==> src/rtl/mem_arbiter.sv <==
// Two-port arbiter/sequencer for the shared MIPS data memory (fetch vs. load/store).
// Define MEM_ARB_RR_EN for round-robin tie-breaking; otherwise data always beats fetch.
module mem_arbiter #(
    parameter int ADDR_W  = 32,
    parameter int MEM_LAT = 2
) (
    input  logic              clk,
    input  logic              rst_n,
    input  logic              if_req,
    input  logic [ADDR_W-1:0] if_addr,
    output logic              if_ack,
    output logic [31:0]       if_rdata,
    input  logic              d_req,
    input  logic              d_we,
    input  logic [3:0]        d_be,
    input  logic [ADDR_W-1:0] d_addr,
    input  logic [31:0]       d_wdata,
    output logic              d_ack,
    output logic [31:0]       d_rdata,
    output logic [ADDR_W-1:0] mem_addr,
    output logic [31:0]       mem_wdata,
    output logic [3:0]        mem_be,
    output logic              mem_read,
    output logic              mem_write,
    input  logic [31:0]       mem_rdata,
    output logic              busy,
    output logic [1:0]        state_dbg
);

    // Handshake: a requester raises req with stable payload and holds it until
    // its ack pulses for one cycle; payload is only sampled while IDLE.

    typedef enum logic [1:0] {
        IDLE   = 2'd0,
        ACCESS = 2'd1,
        DONE   = 2'd2
    } state_t;

    localparam logic [3:0] LAT_M1 = 4'(MEM_LAT - 1);

    state_t     state, state_nx;
    logic [3:0] cnt;
    logic       sel_d;
    logic       lat_we;
    logic       grant_any;
    logic       grant_d;
    logic       rd_nx, wr_nx, if_ack_nx, d_ack_nx, busy_nx;
    logic       unused_ok;

    assign unused_ok = ^{if_addr[1:0], d_addr[1:0]};
    assign state_dbg = state;
    assign grant_any = if_req | d_req;

`ifdef MEM_ARB_RR_EN
    logic last_d;  // 1 = data was the last port served
    assign grant_d = d_req & (~if_req | ~last_d);
`else
    assign grant_d = d_req;
`endif

    always_ff @(posedge clk) begin
        if (!rst_n) state <= IDLE;
        else        state <= state_nx;
    end

    always_comb begin
        state_nx = state;
        case (state)
            IDLE:    if (grant_any) state_nx = ACCESS;
            ACCESS:  if (cnt == 4'd0) state_nx = DONE;
            DONE:    state_nx = IDLE;
            default: state_nx = IDLE;
        endcase
    end

    // Next values of the registered control outputs, one cycle ahead of the state.
    always_comb begin
        rd_nx     = 1'b0;
        wr_nx     = 1'b0;
        if_ack_nx = 1'b0;
        d_ack_nx  = 1'b0;
        busy_nx   = 1'b0;
        case (state)
            IDLE: begin
                if (grant_any) begin
                    busy_nx = 1'b1;
                    if (grant_d) begin
                        rd_nx = ~d_we;
                        wr_nx = d_we & (|d_be);
                    end else begin
                        rd_nx = 1'b1;
                    end
                end
            end
            ACCESS: begin
                busy_nx = 1'b1;
                if (cnt != 4'd0) begin
                    rd_nx = mem_read;
                    wr_nx = mem_write;
                end else begin
                    if_ack_nx = ~sel_d;
                    d_ack_nx  = sel_d;
                end
            end
            default: ;
        endcase
    end

    always_ff @(posedge clk) begin
        if (!rst_n) begin
            mem_read  <= 1'b0;
            mem_write <= 1'b0;
            if_ack    <= 1'b0;
            d_ack     <= 1'b0;
            busy      <= 1'b0;
            mem_addr  <= '0;
            mem_wdata <= '0;
            mem_be    <= '0;
            if_rdata  <= '0;
            d_rdata   <= '0;
            cnt       <= '0;
            sel_d     <= 1'b0;
            lat_we    <= 1'b0;
`ifdef MEM_ARB_RR_EN
            last_d    <= 1'b0;
`endif
        end else begin
            mem_read  <= rd_nx;
            mem_write <= wr_nx;
            if_ack    <= if_ack_nx;
            d_ack     <= d_ack_nx;
            busy      <= busy_nx;
            if (state == IDLE && grant_any) begin
                sel_d  <= grant_d;
                lat_we <= grant_d & d_we;
                cnt    <= LAT_M1;
`ifdef MEM_ARB_RR_EN
                last_d <= grant_d;
`endif
                if (grant_d) begin
                    mem_addr  <= {d_addr[ADDR_W-1:2], 2'b00};
                    mem_be    <= d_be;
                    mem_wdata <= d_wdata;
                end else begin
                    mem_addr  <= {if_addr[ADDR_W-1:2], 2'b00};
                    mem_be    <= 4'b1111;
                    mem_wdata <= '0;
                end
            end else if (state == ACCESS) begin
                if (cnt != 4'd0) begin
                    cnt <= cnt - 4'd1;
                end else if (!lat_we) begin
                    if (sel_d) d_rdata  <= mem_rdata;
                    else       if_rdata <= mem_rdata;
                end
            end
        end
    end

endmodule

==> config.mk <==
export PLATFORM = sky130hd
export DESIGN_NAME = mem_arbiter
export DESIGN_NICKNAME = d
export VERILOG_FILES = /design/src/rtl/mem_arbiter.sv
export SDC_FILE = /design/constraint.sdc
export NUM_CORES = 1
export LEC_CHECK = 0
export CORE_UTILIZATION = 40
export DETAILED_ROUTE_END_ITERATION = 6
export GPL_TIMING_DRIVEN = 1
export PLACE_DENSITY = 0.83
export SETUP_SLACK_MARGIN = 0.4
export SLEW_MARGIN = 20
export SYNTH_ARGS = -nofsm -noshare
export SYNTH_HDL_FRONTEND = slang
export SYNTH_SLANG_ARGS = --single-unit
==> constraint.sdc <==
create_clock -name clk -period 2.63 [get_ports clk]
set_clock_uncertainty 0.15 [all_clocks]
set_input_delay 0.6575 -clock clk [delete_from_list [all_inputs] [get_ports clk]]
set_output_delay 0.6575 -clock clk [all_outputs]
set_load 0.02 [all_outputs]
==> reports/metrics.yaml, run 1 <==
status: "finished clean"
regArea_um2: 2860
r2r-start: "cnt[0]"
rrSetupSlack_ps: 450
yosys_warnings: 0
synth-edff-count: 0
grt_first_pass_wirelength_um: 24800
path_class: "flip-flop to output port"
cts_buffers: 17
start_util_pct: 41.3
drtIter0Drc: 297
path_buf_inv: 1
period_share_pct: 83.5
min_path_cells: 2
syn_area_um2: 5510
syn_area_per_cell_um2: 10.5
clockRootBuffer: "clkbuf_16"
synth_flop_cell: "dfxtp_1"
drv_slew: 0
synth_cell_type_count: 40
vias: 4968
cp-start-kind: "flip-flop"
critPathTopFamily: "buffers and inverters"
num-fill-cells: 1056
required_ps: 1820
clk_path_buf_depth: 2
cp_cell_sequence: "clkdlybuf4s50_1"
critPathSlowestCell: "clkdlybuf4s50_1"
layout.nets: 921
multi_input_area_um2: 2340
via_per_inst: 5.12
clock-sinks: 143
syn2layout_area_growth_pct: 59.2
leakage_nw: 3.95
dpl-instance-area_um2: 8200
path_clk_slew_ps: 60
grt_max_degree: 103
grt_overflow: 0
end_kind: "output port"
hold_start: "d_rdata[23]"
dieWidth_um: 119
yosys_register_bits: 143
num_antenna_cells: 0
powerDensity_nw_per_um2: 677
yosysSeqAreaShare_pct: 52.0
arrival_ps: 1390
clock.fmax_mhz: 455
drcViolationCount: 0
grt_pass1_vias: 4993
cts_hold_buf: 0
pin_count: 276
core-area_um2: 13300
hold_class: "flip-flop to flip-flop"
ant_nets: 0
htree_levels: 4
crit_fanout: 2
r2r_cells: 5
rsz0062_at_grt: "true"
worstMarginPinSlew_ps: 954
gp_congestion: 0.806
worst_hold_slack_ps: 310
fin_tns_setup_ps: 0
async_flop_share_pct: 0
layout_min_cycle_time_ps: 2200
ir_worst_vdd_v: 0.000397
relSlewSlack_pct: 36.4
synth_cells: 526
tritoncts: "yes"
slowest_delay_ps: 630
rows: 42
hold_violations: 0
routed_wl_um: 15800
io_buffers: 269
worstSkewPairLatency_ps: 410
die_area_um2: 14200
power.total_mw: 5.93
min_to: "d_rdata[23]"
maxCapViolCount: 0
dp_hpwl_um: 11200
antenna_found_initial: 0
track_usage_pct: 22.2
post-route-cell-area_um2: 8770
die_h_um: 119
rr_endpoint: "if_rdata[20]"
setup_violations: 0
drtPass1Iterations: 5
wl_per_cell_um: 16.3
drive_gt1_share_pct: 6.68
==> Yosys cell counts (2+ instances only) <==
master	instances	area [um^2]
nand2_1	98	368
nand3_1	4	20.0
a22o_1	32	280
clkbuf_8	7	96.3
mux2i_1	94	941
ha_1	2	25.0
clkbuf_1	20	75.1
nor2b_1	3	18.8
dfxtp_1	143	2860
nor3b_1	2	15.0
o21ai_0	4	20.0
a21oi_1	37	185
nor2_1	4	15.0
buf_12	3	60.1
buf_2	6	30.0
inv_1	3	11.3
buf_1	4	15.0
a211oi_1	32	240
buf_4	2	15.0
or4_1	2	15.0
o221a_2	4	45.0
o21a_1	2	15.0
==> state kept, by name, indices dropped and copies added (netlist names), 2 cells and up <==
name	flops
mem_wdata	32
if_rdata	32
mem_be	4
d_rdata	32
cnt	4
mem_addr	30
state_dbg	2
==> worst max path at each step <==
| stage | startpoint | to | slack [ps] | depth (start not counted) |
|---|---|---|---|---|
| finish | mem_wdata[2] | mem_wdata[2] | 430 | 1 |
| detailed placement | rst_n | mem_wdata[22] | 190 | 4 |
| floorplan | cnt[0] | if_rdata[0] | 580 | 7 |
| CTS | mem_addr[13] | mem_addr[13] | 400 | 1 |
| global route | cnt[0] | if_rdata[20] | 380 | 5 |
| global placement | rst_n | mem_wdata[1] | 240 | 4 |
==> cell usage in the layout, fill, tap and decap left out, drive strengths merged, types with 4 or more instances in the layout <==
| master | synthesis | final |
|---|---|---|
| o21ai | 4 | 4 |
| a211oi | 32 | 32 |
| dlymetal6s2s | 0 | 13 |
| nand3 | 4 | 4 |
| nand2 | 98 | 98 |
| dfxtp | 143 | 143 |
| a21oi | 37 | 37 |
| a22o | 32 | 32 |
| buf | 16 | 12 |
| or4 | 4 | 5 |
| clkinv | 1 | 8 |
| nor2 | 4 | 4 |
| dlygate4sd2 | 0 | 9 |
| clkdlybuf4s50 | 0 | 245 |
| clkbuf | 27 | 23 |
| o221a | 4 | 4 |
| mux2i | 94 | 94 |
==> cell type report <==
| type | count | share of cell area (%) |
|---|---|---|
| clock inverters | 8 | 0.742 |
| clock buffers | 23 | 5.34 |
| multi-input cells | 337 | 26.7 |
| flip-flops and latches | 143 | 32.7 |
| inverters | 4 | 0.171 |
| well taps | 176 | 2.51 |
| repair buffers | 279 | 31.8 |
==> where the power goes <==
part	internal, mW	total (mW)	switching, mW
Combinational	0.653	1.29	0.642
Clock	1.33	2.18	0.851
Sequential	2.35	2.46	0.109
Total	4.33	5.93	1.60
==> per-layer routing <==
metal / wire, um / vias to the layer above / global-route usage [%]
li1: - / 2380 / -
met1: 6260 / 2315 / 24.1
met2: 8040 / 240 / 39.8
met3: 1140 / 33 / 6.42
met4: 399 / 0 / 10.1
met5: 0 / - / 0
==> through the flow <==
step	cells	util (%)	setup slack, ps
2_1_floorplan	527	-	581
3_3_place_gp	938	61.4	239
3_5_place_dp	938	61.4	189
4_1_cts	970	65.4	405
5_1_grt	970	65.7	382
6_report	970	65.7	434
==> kinds of logic (layout without fill, tap and decap cells) <==
family | after synthesis | after routing | synth area share, %
and+or+nand+nor | 125 | 126 | 9.93
adders and majority gates | 2 | 2 | 0.454
DFF | 143 | 143 | 52.0
muxes | 94 | 94 | 17.1
buffers and inverters | 48 | 314 | 5.93
other | 1 | 2 | 0.0681
AOI/OAI and AO/OA | 113 | 113 | 14.6
==> repair_timing <==
item / 4_1_cts / 5_1_grt
resized for setup: 10 / 13
cloned: 1 / 0
buffers inserted: 0 / 0
endpoints found under the setup margin: 41 / 34
Note: power is estimated with default switching activity, not from simulation.
==> inputs of run 2 (changes only) <==
Clock period 2.63 ns to 2.2 ns, I/O delays scaled along.
==> reports/metrics.yaml, run 2 (synthesis results as in run 1) <==
clock-sinks: 143  # unchanged
antenna_found_initial: 0  # unchanged
drv_slew: 0  # unchanged
rows: 42  # unchanged
worstSkewPairLatency_ps: 410  # about the same
die_h_um: 119  # unchanged
rr_endpoint: "if_rdata[27]"  # was if_rdata[20]
num-fill-cells: 1053  # was 1056
drcViolationCount: 0  # unchanged
clockRootBuffer: "clkbuf_16"  # unchanged
powerDensity_nw_per_um2: 856  # was 677 nW/um^2
endpoint: "if_rdata[27]"  # was mem_wdata[2]
die_area_um2: 14200  # unchanged
arrival_ps: 2290  # was 1390 ps
fin_tns_setup_ps: 0  # unchanged
largestRegisters: "d_rdata x32, if_rdata x32, mem_wdata x32"  # unchanged
final_cell_mix: "140 x dfxtp_1, 130 x clkdlybuf4s50_1, 98 x nand2_1"  # was 245 x clkdlybuf4s50_1, 143 x dfxtp_1, 98 x nand2_1
grt_pass1_vias: 5094  # was 4993
r2r_cells: 6  # was 5
via_per_inst: 5.10  # was 5.12
dieWidth_um: 119  # unchanged
grt_first_pass_wirelength_um: 25200  # was 24800 um
layout.cells.non_filler: 980  # was 970
path_clk_slew_ps: 60  # about the same
maxCapViolCount: 0  # unchanged
layout_min_cycle_time_ps: 2140
path_class: "flip-flop to flip-flop"  # was flip-flop to output port
rrSetupSlack_ps: 60  # was 450 ps
syn2layout_area_growth_pct: 55.4  # was 59.2%
cp-start-kind: "flip-flop"  # unchanged
core-area_um2: 13300  # unchanged
cts_hold_buf: 0  # unchanged
setup_violations: 0  # unchanged
drive_gt1_share_pct: 21.5  # was 6.68%
vias: 5000  # was 4968
start_util_pct: 41.3  # unchanged
io_buffers: 269  # unchanged
crit_path_start: "cnt[0]"  # was mem_wdata[2]
ant_nets: 0  # unchanged
hold_class: "input pin to flip-flop"  # was flip-flop to flip-flop
dp_cells: 941  # was 938
gp_congestion: 0.793  # was 0.806
dp_hpwl_um: 11500  # was 11200 um
wl_per_cell_um: 16.6  # was 16.3 um
track_usage_pct: 22.5  # was 22.2%
tritoncts: "yes"  # unchanged
grt_overflow: 0  # unchanged
dpl-instance-area_um2: 8300  # was 8200 um^2
end_kind: "flip-flop"  # was output port
num_antenna_cells: 0  # unchanged
r2r-start: "cnt[0]"  # unchanged
routed_wl_um: 16300  # was 15800 um
crit_fanout: 8  # was 2
period_share_pct: 97.1
drtPass1Iterations: 4  # was 5
clk_path_buf_depth: 2  # unchanged
layout_commonest_cell: "dfxtp_1"  # was clkdlybuf4s50_1
htree_levels: 4  # unchanged
status: "finished clean"  # unchanged
required_ps: 2350  # was 1820 ps
layout.nets: 930  # was 921
post-route-cell-area_um2: 8560  # was 8770 um^2
ir_worst_vdd_v: 0.000486  # was 0.000397 V
clock.fmax_mhz: 468
leakage_nw: 3.99  # was 3.95 nW
rsz0062_at_grt: "true"  # unchanged
pin_count: 276  # unchanged
drtIter0Drc: 263  # was 297
cts_buffers: 17  # unchanged
grt_max_degree: 101  # was 103
hold_violations: 0  # unchanged
[run 2: cell count changes in the layout (fill, tap and decap cells not counted), sizes merged, moves of 2 or more]
cell,delta
dlymetal6s2s,-13
clkdlybuf4s15,+42
bufinv,+2
buf,+11
dlygate4sd2,-9
clkbuf,+92
clkinvlp,+2
clkdlybuf4s50,-115
[run 2: final cells by class]
class	instances	area (um^2)	area share, %
tap	176	220	2.57
clock inverter	11	139	1.62
clock buffer	21	460	5.38
timing repair buffer	289	2500	29.2
sequential	143	2870	33.5
multi-input combinational	336	2350	27.4
inverter	4	17.5	0.205
[run 2: power by group]
group | switching [mW] | internal (mW) | leakage, nW
logic | 0.795 | 0.707 | 2.52
registers | 0.126 | 2.81 | 1.17
clock network | 1.06 | 1.83 | 0.293
total | 1.98 | 5.35 | 3.99
[run 2: stage by stage]
step	power [mW]	setup WS, ps	hold slack [ps]	util [%]
5_1_grt	7.66	14.0	282	64.1
3_3_place_gp	4.53	124	294	62.2
3_5_place_dp	4.58	54.0	303	62.2
4_1_cts	7.38	52.7	269	66.3
6_report	7.33	63.9	288	64.1
2_1_floorplan	3.80	155	286	-
[run 2: worst min path at each step]
stage / from / slack, ps / cells after the start / endpoint
5_1_grt: rst_n / 280 / 2 / state_dbg[0]
2_1_floorplan: cnt[0] / 290 / 1 / cnt[0]
3_5_place_dp: if_rdata[18] / 300 / 2 / if_rdata[18]
3_3_place_gp: if_rdata[13] / 290 / 2 / if_rdata[13]
4_1_cts: rst_n / 270 / 2 / state_dbg[0]
6_report: rst_n / 290 / 2 / state_dbg[0]
[run 2: critical path, cell delays in order, from the launching register on]
cell	delay [ps]
dfxtp_4	350
inv_4	60
ha_4	120
or3b_4	390
or4_4	600
clkbuf_16	220
mux2i_1	120
[run 2: repair_timing]
action	4_1_cts	5_1_grt
hold endpoints to repair	0	0
gates cloned	0	3
gates resized for setup	241	146
setup buffers	0	4
endpoints found under the setup margin	201	156
[run 2: per-layer routing]
metal	vias to the layer above	global-route usage [%]	wire [um]
met5	-	0	0
met4	0	10.2	410
met3	30	7.33	1330
met2	239	40.7	8240
met1	2329	23.6	6320
li1	2402	-	-
==> inputs of run 3 (changes only) <==
Settings changed: GPL_TIMING_DRIVEN 1 to default.
==> results of run 3 <==
The final DEF is identical to that of run 2; final timing and power are the same.
